**config.mk**
```make
export PLATFORM = sky130hd
export DESIGN_NAME = streaming_dwc_axis
export DESIGN_NICKNAME = d
export VERILOG_FILES = /design/src/rtl/streaming_dwc_axis.sv
export SDC_FILE = /design/constraint.sdc
export NUM_CORES = 1
export LEC_CHECK = 0
export CORE_ASPECT_RATIO = 0.8
export CORE_UTILIZATION = 45
export DETAILED_ROUTE_END_ITERATION = 8
export GPL_TIMING_DRIVEN = 0
export HOLD_SLACK_MARGIN = 0.15
export PLACE_DENSITY = 0.74
export SLEW_MARGIN = 10
export SYNTH_ARGS = -nofsm -noshare
export SYNTH_HDL_FRONTEND = slang
export SYNTH_SLANG_ARGS = --single-unit
```
**constraint.sdc**
```tcl
create_clock -name ap_clk -period 1.6 [get_ports ap_clk]
set_clock_uncertainty 0.2 [all_clocks]
set_input_delay 0.24 -clock ap_clk [delete_from_list [all_inputs] [get_ports ap_clk]]
set_output_delay 0.24 -clock ap_clk [all_outputs]
set_load 0.01 [all_outputs]
```
**src/rtl/streaming_dwc_axis.sv**
```systemverilog
// rtl/streaming_dwc_axis.sv - AXI-Stream data-width converter (up, down or pass-through)
//
// Purpose:
//   Packs narrow input words into wide output words (OUT_WIDTH > IN_WIDTH),
//   splits wide input words into narrow output words (IN_WIDTH > OUT_WIDTH),
//   or acts as a single register slice (equal widths). Element 0 always sits
//   in the LSBs of the wide word.
//
// Optional feature macro: DWC_STATS_EN (adds the xfer_count output port).
//
// Ports:
//   ap_clk          in   clock, rising edge
//   ap_rst_n        in   synchronous active-low reset
//   in0_V_V_TDATA   in   input data  [IN_WIDTH-1:0]
//   in0_V_V_TVALID  in   input valid
//   in0_V_V_TREADY  out  input ready (may depend on out_V_V_TREADY)
//   out_V_V_TDATA   out  output data [OUT_WIDTH-1:0], registered
//   out_V_V_TVALID  out  output valid, registered
//   out_V_V_TREADY  in   output ready
//   xfer_count      out  32-bit output transfer count (DWC_STATS_EN only)

module streaming_dwc_axis #(
  parameter int IN_WIDTH  = 8,
  parameter int OUT_WIDTH = 24
) (
  input  logic                 ap_clk,
  input  logic                 ap_rst_n,
  input  logic [IN_WIDTH-1:0]  in0_V_V_TDATA,
  input  logic                 in0_V_V_TVALID,
  output logic                 in0_V_V_TREADY,
  output logic [OUT_WIDTH-1:0] out_V_V_TDATA,
  output logic                 out_V_V_TVALID,
  input  logic                 out_V_V_TREADY
`ifdef DWC_STATS_EN
  ,
  output logic [31:0]          xfer_count
`endif
);

  localparam int MAX_W = (IN_WIDTH > OUT_WIDTH) ? IN_WIDTH : OUT_WIDTH;
  localparam int MIN_W = (IN_WIDTH > OUT_WIDTH) ? OUT_WIDTH : IN_WIDTH;
  localparam int RATIO = MAX_W / MIN_W;

  if ((MIN_W < 1) || ((MAX_W % MIN_W) != 0)) begin : g_bad_ratio
    $error("streaming_dwc_axis: IN_WIDTH and OUT_WIDTH must be integer multiples");
  end

  logic accept;
  logic pop;

  assign accept = in0_V_V_TVALID && in0_V_V_TREADY;
  assign pop    = out_V_V_TVALID && out_V_V_TREADY;

  if (OUT_WIDTH > IN_WIDTH) begin : g_up
    localparam int CNT_W = (RATIO > 1) ? $clog2(RATIO) : 1;
    localparam int ACC_W = (RATIO - 1) * IN_WIDTH;

    logic [CNT_W-1:0]     cnt_q, cnt_d;
    logic [ACC_W-1:0]     acc_q, acc_d;
    logic [OUT_WIDTH-1:0] data_q, data_d;
    logic                 valid_q, valid_d;
    logic                 last;

    assign last = (cnt_q == CNT_W'(RATIO - 1));

    // Only the final piece needs room in the output register; earlier
    // pieces land in the accumulator regardless of downstream state.
    assign in0_V_V_TREADY = ap_rst_n && (!last || !valid_q || out_V_V_TREADY);
    assign out_V_V_TDATA  = data_q;
    assign out_V_V_TVALID = valid_q;

    always_comb begin
      cnt_d   = cnt_q;
      acc_d   = acc_q;
      data_d  = data_q;
      valid_d = valid_q;
      if (pop) begin
        valid_d = 1'b0;
      end
      if (accept) begin
        if (last) begin
          // The final piece goes straight into the MSBs of the output word,
          // so a simultaneous pop is replaced without a bubble.
          data_d  = {in0_V_V_TDATA, acc_q};
          valid_d = 1'b1;
          cnt_d   = '0;
        end else begin
          acc_d[cnt_q*IN_WIDTH +: IN_WIDTH] = in0_V_V_TDATA;
          cnt_d = cnt_q + CNT_W'(1);
        end
      end
    end

    always_ff @(posedge ap_clk) begin
      if (!ap_rst_n) begin
        cnt_q   <= '0;
        acc_q   <= '0;
        data_q  <= '0;
        valid_q <= 1'b0;
      end else begin
        cnt_q   <= cnt_d;
        acc_q   <= acc_d;
        data_q  <= data_d;
        valid_q <= valid_d;
      end
    end

  end else if (IN_WIDTH > OUT_WIDTH) begin : g_down
    localparam int REM_W = $clog2(RATIO + 1);

    logic [IN_WIDTH-1:0] hold_q, hold_d;
    logic [REM_W-1:0]    rem_q, rem_d;
    logic                valid_q, valid_d;

    // A new word may enter in the same cycle the last remaining piece leaves.
    assign in0_V_V_TREADY = ap_rst_n &&
                            ((rem_q == '0) || ((rem_q == REM_W'(1)) && out_V_V_TREADY));
    assign out_V_V_TDATA  = hold_q[OUT_WIDTH-1:0];
    assign out_V_V_TVALID = valid_q;

    always_comb begin
      hold_d  = hold_q;
      rem_d   = rem_q;
      valid_d = valid_q;
      if (pop) begin
        hold_d  = hold_q >> OUT_WIDTH;
        rem_d   = rem_q - REM_W'(1);
        valid_d = (rem_q != REM_W'(1));
      end
      if (accept) begin
        hold_d  = in0_V_V_TDATA;
        rem_d   = REM_W'(RATIO);
        valid_d = 1'b1;
      end
    end

    always_ff @(posedge ap_clk) begin
      if (!ap_rst_n) begin
        hold_q  <= '0;
        rem_q   <= '0;
        valid_q <= 1'b0;
      end else begin
        hold_q  <= hold_d;
        rem_q   <= rem_d;
        valid_q <= valid_d;
      end
    end

  end else begin : g_equal
    logic [OUT_WIDTH-1:0] data_q, data_d;
    logic                 valid_q, valid_d;

    assign in0_V_V_TREADY = ap_rst_n && (!valid_q || out_V_V_TREADY);
    assign out_V_V_TDATA  = data_q;
    assign out_V_V_TVALID = valid_q;

    always_comb begin
      data_d  = data_q;
      valid_d = valid_q;
      if (pop) begin
        valid_d = 1'b0;
      end
      if (accept) begin
        data_d  = in0_V_V_TDATA;
        valid_d = 1'b1;
      end
    end

    always_ff @(posedge ap_clk) begin
      if (!ap_rst_n) begin
        data_q  <= '0;
        valid_q <= 1'b0;
      end else begin
        data_q  <= data_d;
        valid_q <= valid_d;
      end
    end
  end

`ifdef DWC_STATS_EN
  logic [31:0] xfer_q;

  // Natural 32-bit wrap from 0xFFFFFFFF to 0.
  always_ff @(posedge ap_clk) begin
    if (!ap_rst_n) begin
      xfer_q <= '0;
    end else if (pop) begin
      xfer_q <= xfer_q + 32'd1;
    end
  end

  assign xfer_count = xfer_q;
`endif

endmodule
```
==> run summary, run 1 <==
Slew Limit Headroom: 71.56%
Row count: 20
DP Worst Slack: -745.4 ps
Clk Latency, worst-skew pair: 300 ps
Max Cap Viol: 0
GR Util met1: 27.86%
Final Power: 2026 uW
RSZ-0062 raised after global routing: yes
Sequential share of the synthesized area: 46.99%
Cts bufs inserted: 5
Seq pwr share: 54.3%
Antenna diode count: 0
Worst stage delay on the critical path: 380 ps
WL final: 4067 microns
Failing checks: negative setup slack
Gate Count Post-Synth: 206
Largest net degree at the start of global routing: 16
Status: complete, but fails checks
Async S/R FF share, synth: 0%
Post-synthesis cell type count: 22
Min Clock Period, post-route: 1614 ps
I/O Buffers: 37
Grt total ovfl: 0
Core box area: 0.003854 sq mm
Met3 Usage GRT: 4.762%
Slowest stage cell, crit path: dfxtp_4
Synth warnings: 0
Placed cells: 298
Clock-pin slew of the registers on the worst-case setup and hold paths: 80 ps
Vias in the first global route: 1397
Vias per cell: 5.065
Initial DRC count: 66
Power per Cell Area: 819.7 mW/mm^2
Final Hold Viols: 0
Initial Util: 47.53%
Net Switching: 524.2 uW
Post-synthesis register bit count: 43
Crit path arrival time: 1170 ps
Avg WL per Cell: 13.25 microns
EDFF count, synth: 0
CP endpoint kind: output port
Syn_nets: 223
NumNets Final: 268
Post-DRT Antenna Nets: 0
CTS tree: built
CTS Sinks: 43
DRC Markers: 0
Worst ir drop on vdd: 596.6 uV
Max-slew violations: 0
Critical path class: reg2out
Leak: 0.001003 uW
Crit-path cells: inv_6 -> ha_4 -> a21boi_1 -> buf_2
Layout cells sized above 1: 21.83%
Initial antenna violation count: 0
Die area: 0.004331 sq mm
CP Buf/Inv Count: 2
Htree depth: 2
Max Root-Sink Buffers: 2
Delay-heaviest family, CP: flip-flops
HPWL Detailed: 2819 microns
Peak Freq: 619.7 MHz
Hold_buf cts: 0
Max FO, Critical Path: 7
GP Congestion: 0.8008
First-pass GRT wire length: 6513 microns
Gr busiest metal: met2
Die width: 73.33 microns
WP data required: 1160 ps
Die span in y: 59.07 microns
Ports: 38
Root buf cell: clkbuf_8
Main synth FF type: dfxtp_1
Mapped cell area: 0.001832 sq mm
Area growth syn-to-layout: 34.90%
Vias: 1555
Final setup margin: -13.63 ps
Fin cells: 307
Clock share of power: 34.8%
Startpoint types: flip-flop
Hold Crit Class: reg2reg
DR pass1 iterations: 4
Final period utilization: 100.9%
Post-Route Setup TNS: -13.63 ps
Logic pwr share: 11.0%
Avg Inst Size Synth: 8.892 sq um
GRT Overall Usage: 20.20%
Least-Margin Pin Slew: 422.8 ps
Switching Fraction: 25.88%
Grt met2 use: 30.56%
# setup viols final: 1
Internal power: 1501 uW
## area by class of cell
class,count,area [sq um]
well taps,55,68.82
flip-flops and latches,43,868.3
fillers,342,1383
repair buffers,40,385.4
inverters,2,15.01
clock inverters,3,23.77
multi-input cells,145,929.6
plain buffers,14,111.4
clock buffers,5,68.82
## routing by layer
metal	wire length, microns	vias up
met5	0	-
met4	38	0
met3	201	4
met2	1722	38
met1	2104	717
li1	-	796
## Yosys cell counts (2+ instances only)
master	instances	area [sq um]
nand4b_1	2	17.52
o21ai_2	20	175.2
a21boi_0	18	135.1
dfxtp_1	43	860.8
nand2_1	44	165.2
inv_1	2	7.510
ha_1	5	62.56
buf_2	8	40.04
mux2i_1	2	20.02
nand3_1	40	200.2
clkbuf_1	6	22.52
and4b_1	2	20.02
o21ai_0	4	20.02
buf_6	2	22.52
## worst register-to-register path: stages (launching register included)
cell	delay (ps)
dfxtp_4	380
buf_4	160
ha_2	200
and4b_1	210
buf_4	150
nand3_1	90
a21boi_1	150
## final timing paths
check	from	end	slack [ps]	cells after the start
worst max-delay path	g_up.cnt_q[0]	in0_V_V_TREADY	-10	4
worst min-delay path	out_V_V_TDATA[7]	out_V_V_TDATA[7]	250	2
worst max register to register	g_up.cnt_q[0]	g_up.acc_q[9]	10	6
worst min register to register	out_V_V_TDATA[7]	out_V_V_TDATA[7]	250	2
## cell families after synthesis
kind of cell	share of synthesized area (%)
and+or+nand+nor	25.00
AOI/OAI and AO/OA	18.44
DFF	46.99
buffers and inverters	5.055
adders and majority gates	3.415
muxes	1.093
## state kept, by name, indices dropped and copies added (netlist names)
| name | count |
|---|---|
| g_up.acc_q | 16 |
| out_V_V_TDATA | 24 |
| out_V_V_TVALID | 1 |
| g_up.cnt_q | 2 |
## power groups by stage
stage	Clock, uW	Sequential, uW	Combinational [uW]
floorplan	0	1120	104
global placement	0	1120	179
detailed placement	0	1120	181
CTS	724	1100	207
global route	770	1100	240
finish	704	1100	222
## repair_timing
action                     in CTS  in global routing
gates resized for setup        52                 23
cloned                          0                  1
setup buffers                   2                  0
pin swaps                       1                 19
setup endpoints to repair      66                 41
## metrics by stage
stage	hold slack [ps]	cell area (sq um)	utilization, %
after floorplan	182.6	1848	-
after global placement	246.5	2287	59.35
after detailed placement	250.8	2287	59.35
after CTS	253.1	2426	62.95
after global routing	275.4	2471	64.12
final	248.6	2471	64.12
## cell usage in the layout (no fill, tap or decap), drive strengths merged
master | netlist | routed
and3b | 1 | 1
dfxtp | 43 | 43
inv | 2 | 3
nor2b | 1 | 1
nor3b | 1 | 1
and3 | 1 | 1
clkbuf | 6 | 12
ha | 5 | 5
o21a | 1 | 1
and2 | 2 | 2
a21boi | 18 | 18
dlygate4sd2 | 0 | 26
mux2i | 2 | 2
buf | 10 | 11
clkinvlp | 0 | 2
nand4b | 2 | 2
clkdlybuf4s50 | 0 | 10
o21ai | 24 | 24
nand2b | 1 | 1
nand2 | 44 | 44
and4b | 2 | 2
nand3 | 40 | 40
No activity file was read; power rests on OpenSTA's default activity.
==> run 2: changes to the inputs <==
--- a/config.mk
+++ b/config.mk
@@ -10,6 +10,7 @@
 export DETAILED_ROUTE_END_ITERATION = 8
 export GPL_TIMING_DRIVEN = 0
 export HOLD_SLACK_MARGIN = 0.15
+export MAX_ROUTING_LAYER = met4
 export PLACE_DENSITY = 0.74
 export SLEW_MARGIN = 10
 export SYNTH_ARGS = -nofsm -noshare
==> run summary, run 2 (same netlist as run 1, synthesis figures left out) <==
Commonest non-fill, non-tap cell in the layout: nand2_1
Root buf cell: clkbuf_8
Row count: 20 (unchanged)
Final setup margin: -6.958 ps (+6.671 ps)
Core box area: 0.003854 sq mm (unchanged)
Delay-heaviest family, CP: flip-flops
RSZ-0062 raised after global routing: yes
Leak: 0.001009 uW (+0.58%)
Hold_buf cts: 0 (unchanged)
Hold Path Origin: out_V_V_TDATA[8]
Vias per cell: 5.072 (+0.13%)
Avg WL per Cell: 13.36 microns (+0.89%)
Area growth syn-to-layout: 35.86%
Worst R2R Path Depth: 6 (unchanged)
DRC Markers: 0 (unchanged)
Initial antenna violation count: 0 (unchanged)
RR Startpoint: g_up.cnt_q[0]
Startpoint types: flip-flop
HPWL Detailed: 2819 microns (unchanged)
Design Area, Final: 0.002489 sq mm (+0.71%)
Register Area: 868.3 sq um (unchanged)
Hold_ws: 249.1 ps (+0.5310 ps)
Max Cap Viol: 0 (unchanged)
First-pass GRT wire length: 6506 microns (-0.11%)
Status: complete, but fails checks
Min Clock Period, post-route: 1607 ps (-6.671 ps)
CTS Sinks: 43 (unchanged)
Max Root-Sink Buffers: 2 (unchanged)
Power per Cell Area: 814.3 mW/mm^2 (-0.67%)
Critical path class: reg2out
GP Congestion: 0.8123 (+1.4%)
Worst R2R End: out_V_V_TDATA[16]
Hold Path Sink: out_V_V_TDATA[8]
Die width: 73.33 microns (unchanged)
Largest net degree at the start of global routing: 16 (unchanged)
Clock-pin slew of the registers on the worst-case setup and hold paths: 90 ps (about the same)
Vias in the first global route: 1396 (-0.072%)
Filler cell count in the final layout: 339 (-0.88%)
Max reg flops: 24 (unchanged)
Final Power: 2026 uW (about the same)
Least-Margin Pin Slew: 458.7 ps (+35.85 ps)
DP Worst Slack: -745.4 ps (unchanged)
Max-slew violations: 0 (unchanged)
Worst ir drop on vdd: 594.9 uV (-0.27%)
Initial DRC count: 53 (-20%)
WP data required: 1160 ps (about the same)
CP Buf/Inv Count: 2 (unchanged)
Failing checks: negative setup slack
Clk Latency, worst-skew pair: 300 ps (about the same)
NumNets Final: 268 (unchanged)
Most frequent cells in the layout: nand2_1 (44), dfxtp_1 (41), nand3_1 (40)
Max FO, Critical Path: 7 (unchanged)
Cts bufs inserted: 5 (unchanged)
Die area: 0.004331 sq mm (unchanged)
Area of the multi-input gates: 937.1 sq um (+0.81%)
Peak Freq: 622.3 MHz (+0.42%)
Initial Util: 47.53% (unchanged)
Placed Instance Area: 0.002287 sq mm (unchanged)
Worst hold path stage count: 2 (unchanged)
Layout cells sized above 1: 22.62% (+0.79 points)
Slew Limit Headroom: 69.15% (-2.4 points)
Hold Crit Class: reg2reg
Slowest stage cell, crit path: dfxtp_4
Grt total ovfl: 0 (unchanged)
Worst R2R Setup Slack: 0 ps (about the same)
DR pass1 iterations: 4 (unchanged)
Final Hold Viols: 0 (unchanged)
Vias: 1557 (+0.13%)
Htree depth: 2 (unchanged)
Antenna diode count: 0 (unchanged)
Post-DRT Antenna Nets: 0 (unchanged)
WL final: 4103 microns (+0.89%)
GRT Overall Usage: 20.93% (+0.73 points)
I/O Buffers: 37 (unchanged)
Die span in y: 59.07 microns (unchanged)
Worst stage delay on the critical path: 380 ps (about the same)
CTS tree: built
# setup viols final: 1 (unchanged)
Crit path arrival time: 1170 ps (about the same)
CP endpoint kind: output port
Crit-path cells: inv_6 -> ha_4 -> a21boi_1 -> buf_2
Ports: 38 (unchanged)
Final period utilization: 100.4% (-0.42 points)
==> run 2: cell counts in the layout (fill, tap and decap cells not counted) <==
Identical to the previous run, type by type.
==> run 2: worst max path at each step <==
| stage | start | endpoint | cells past startpoint |
|---|---|---|---|
| floorplan | g_up.cnt_q[0] | g_up.acc_q[0] | 5 |
| global placement | ap_rst_n | in0_V_V_TREADY | 4 |
| detailed placement | ap_rst_n | in0_V_V_TREADY | 4 |
| CTS | g_up.cnt_q[0] | out_V_V_TDATA[6] | 7 |
| global route | g_up.cnt_q[0] | in0_V_V_TREADY | 4 |
| finish | g_up.cnt_q[0] | in0_V_V_TREADY | 4 |
==> run 2: what timing repair did <==
item                                    4_1_cts  5_1_grt
gates cloned                                  0        1
resized for setup                            52       27
pin swaps                                     1       16
setup buffers                                 2        0
endpoints found under the setup margin       66       41
==> run 2: area by class of cell <==
class | count | area share (%)
inverter | 2 | 0.7039
clock buffer | 5 | 2.765
tap | 55 | 2.765
multi-input combinational | 145 | 37.66
timing repair buffer | 40 | 15.64
sequential | 43 | 34.89
clock inverter | 3 | 0.9553
buffer | 14 | 4.625
==> run 2: worst reg2reg max path: stages, from the launching register on <==
cell and delay (ps):
dfxtp_4 370, inv_6 80, ha_4 160, and3_4 230
and2_4 230, buf_12 160, o21ai_2 70
==> run 2: routing by layer <==
layer | GRT usage [%] | part of all wire, % | vias to the layer above
li1 | - | - | 798
met1 | 27.86 | 50 | 713
met2 | 30.56 | 42 | 41
met3 | 5.272 | 6.1 | 5
met4 | 8.242 | 1.0 | 0
met5 | - | 0 | -
==> run 2: per-stage QoR <==
| stage | std cells | TNS [ps] | utilization, % |
|---|---|---|---|
| 6_report | 307 | -6.958 | 64.58 |
| 5_1_grt | 307 | -1001 | 64.58 |
| 4_1_cts | 307 | -8.774 | 62.95 |
| 3_5_place_dp | 298 | -12900 | 59.35 |
| 3_3_place_gp | 298 | -11870 | 59.35 |
| 2_1_floorplan | 206 | -11.06 | - |
==> run 2: where the power goes <==
group	internal, uW	switching (uW)
Sequential	1090	14.2
Combinational	106	119
Clock	312	390
Total	1500	523
==> run 3: changes to the inputs <==
--- a/config.mk
+++ b/config.mk
@@ -11,7 +11,8 @@
 export GPL_TIMING_DRIVEN = 0
 export HOLD_SLACK_MARGIN = 0.15
 export MAX_ROUTING_LAYER = met4
-export PLACE_DENSITY = 0.74
+export PLACE_DENSITY = 0.71
+export SKIP_LAST_GASP = 1
 export SLEW_MARGIN = 10
 export SYNTH_ARGS = -nofsm -noshare
 export SYNTH_HDL_FRONTEND = slang
==> run summary, run 3 (same netlist as run 1, synthesis figures left out) <==
Initial antenna violation count: 0 (unchanged)
Root buf cell: clkbuf_8
Initial DRC count: 66 (+25%)
Failing checks: negative setup slack
Die area: 0.004331 sq mm (unchanged)
Least-Margin Pin Slew: 404.2 ps (-54.46 ps)
Slew Limit Headroom: 73.05% (+3.9 points)
Power per Cell Area: 824.1 mW/mm^2 (+1.2%)
Clock-pin slew of the registers on the worst-case setup and hold paths: 80 ps (about the same)
DRC Markers: 0 (unchanged)
HPWL Detailed: 2807 microns (-0.43%)
Vias in the first global route: 1475 (+5.7%)
Slowest stage cell, crit path: dfxtp_4
Max Cap Viol: 0 (unchanged)
Logic pwr share: 11.8% (+0.7 points)
Clock share of power: 36.0% (+1.4 points)
Final core utilization: 66.20% (+1.6 points)
Commonest non-fill, non-tap cell in the layout: nand2_1
Worst stage delay on the critical path: 380 ps (about the same)
GP Congestion: 0.8340 (+2.7%)
Max FO, Critical Path: 7 (unchanged)
Crit path arrival time: 1160 ps (about the same)
CTS Sinks: 43 (unchanged)
Status: complete, but fails checks
Ports: 38 (unchanged)
CTS tree: built
Most frequent cells in the layout: nand2_1 (44), dfxtp_1 (41), nand3_1 (40)
Startpoint types: flip-flop
Final period utilization: 100.1% (-0.32 points)
Switching Fraction: 23.58% (-2.2 points)
Vias: 1582 (+1.6%)
Post-DRT Antenna Nets: 0 (unchanged)
Initial Util: 47.53% (unchanged)
WP data required: 1160 ps (about the same)
Crit-path cells: inv_6 -> ha_4 -> a21boi_1 -> buf_2
Placed cells: 298 (unchanged)
# setup viols final: 1 (unchanged)
Htree depth: 2 (unchanged)
Min Clock Period, post-route: 1602 ps (-5.186 ps)
Leak: 0.001154 uW (+14%)
Hold Crit Class: reg2reg
Row count: 20 (unchanged)
Cts bufs inserted: 5 (unchanged)
Antenna diode count: 0 (unchanged)
Die width: 73.33 microns (unchanged)
DR pass1 iterations: 4 (unchanged)
Net Switching: 495.9 uW (-5.2%)
Grt total ovfl: 0 (unchanged)
Seq pwr share: 52.2% (-2.1 points)
Largest net degree at the start of global routing: 13 (-3)
Internal power: 1607 uW (+6.9%)
Vias per cell: 5.022 (-0.97%)
Avg WL per Cell: 12.99 microns (-2.8%)
Core box area: 0.003854 sq mm (unchanged)
NumNets Final: 277 (+3.4%)
Die span in y: 59.07 microns (unchanged)
Max-slew violations: 0 (unchanged)
Hold_ws: 256.5 ps (+7.337 ps)
RSZ-0062 raised after global routing: yes
Final Power: 2103 uW (+3.8%)
Max reg flops: 24 (unchanged)
Critical path class: reg2out
Final Hold Viols: 0 (unchanged)
I/O Buffers: 37 (unchanged)
Final setup margin: -1.772 ps (+5.186 ps)
Layout cells sized above 1: 24.23% (+1.6 points)
Clk Latency, worst-skew pair: 280 ps (-20 ps)
Fin cells: 315 (+2.6%)
WL final: 4092 microns (-0.27%)
Worst ir drop on vdd: 534.8 uV (-10%)
Area growth syn-to-layout: 39.28%
Peak Freq: 624.3 MHz (+0.32%)
First-pass GRT wire length: 6796 microns (+4.5%)
CP endpoint kind: output port
Max Root-Sink Buffers: 2 (unchanged)
GRT Overall Usage: 21.24% (+0.31 points)
==> run 3: changes by cell type in the layout (fill, tap and decap cells not counted), moves of 4 or more <==
cell | previous run | this run
buf_4 | 0 | 12
dlygate4sd2_1 | 26 | 18
dlymetal6s2s_1 | 0 | 8
a21boi_1 | 14 | 8
a21boi_0 | 4 | 9
o21ai_0 | 0 | 4
==> run 3: final cells by class <==
type	instances	area, sq um
Fill cell	342	1303
Multi-Input combinational cell	145	923.4
Sequential cell	43	868.3
Timing Repair Buffer	49	469.2
Buffer	14	108.9
Clock buffer	7	97.59
Tap cell	55	68.82
Inverter	2	15.01
==> run 3: per-stage QoR <==
step           area, sq um  setup TNS, ps  worst slack, ps
4_1_cts               2464         -94.38           -20.25
3_5_place_dp          2287         -12030           -771.4
2_1_floorplan         1848         -11.06           -1.382
6_report              2551         -1.772           -1.772
5_1_grt               2551         -288.9           -52.97
3_3_place_gp          2287         -12200           -775.5
==> run 3: power by group through the flow <==
stage | registers [uW] | clock network (uW) | logic (uW)
2_1_floorplan | 1120 | 0 | 104
3_3_place_gp | 1120 | 0 | 179
3_5_place_dp | 1120 | 0 | 181
4_1_cts | 1100 | 764 | 210
5_1_grt | 1100 | 811 | 271
6_report | 1100 | 756 | 248
==> run 3: final timing paths <==
path,end,cells past startpoint,slack [ps],start
max,in0_V_V_TREADY,4,-2,g_up.cnt_q[0]
min,out_V_V_TDATA[11],2,260,out_V_V_TDATA[11]
max reg2reg,out_V_V_TDATA[4],7,10,g_up.cnt_q[0]
min reg2reg,out_V_V_TDATA[11],2,260,out_V_V_TDATA[11]
==> run 3: layer usage <==
layer / global-route usage [%] / share of wire (%) / wire (microns) / vias to the layer above
met1: 29.21 / 53 / 2165 / 726
met4: 4.945 / 0.24 / 10 / 0
met3: 4.252 / 4.6 / 190 / 2
li1: - / - / - / 817
met2: 32.41 / 42 / 1726 / 37
met5: - / 0 / 0 / -
==> run 3: worst max-delay path: cells and delay by family, from the launching register on <==
family	cells	cell delay, ps
flops	1	380
buf+inv	2	200
compound gates	1	140
fa+ha+maj	1	170
==> run 3: timing repair <==
item,in CTS,in global routing
gates cloned,1,0
setup buffers,5,7
endpoints found under the hold margin,0,0
pin swaps,2,12
endpoints found under the setup margin,57,47
resized for setup,38,31
hold buffers,0,0
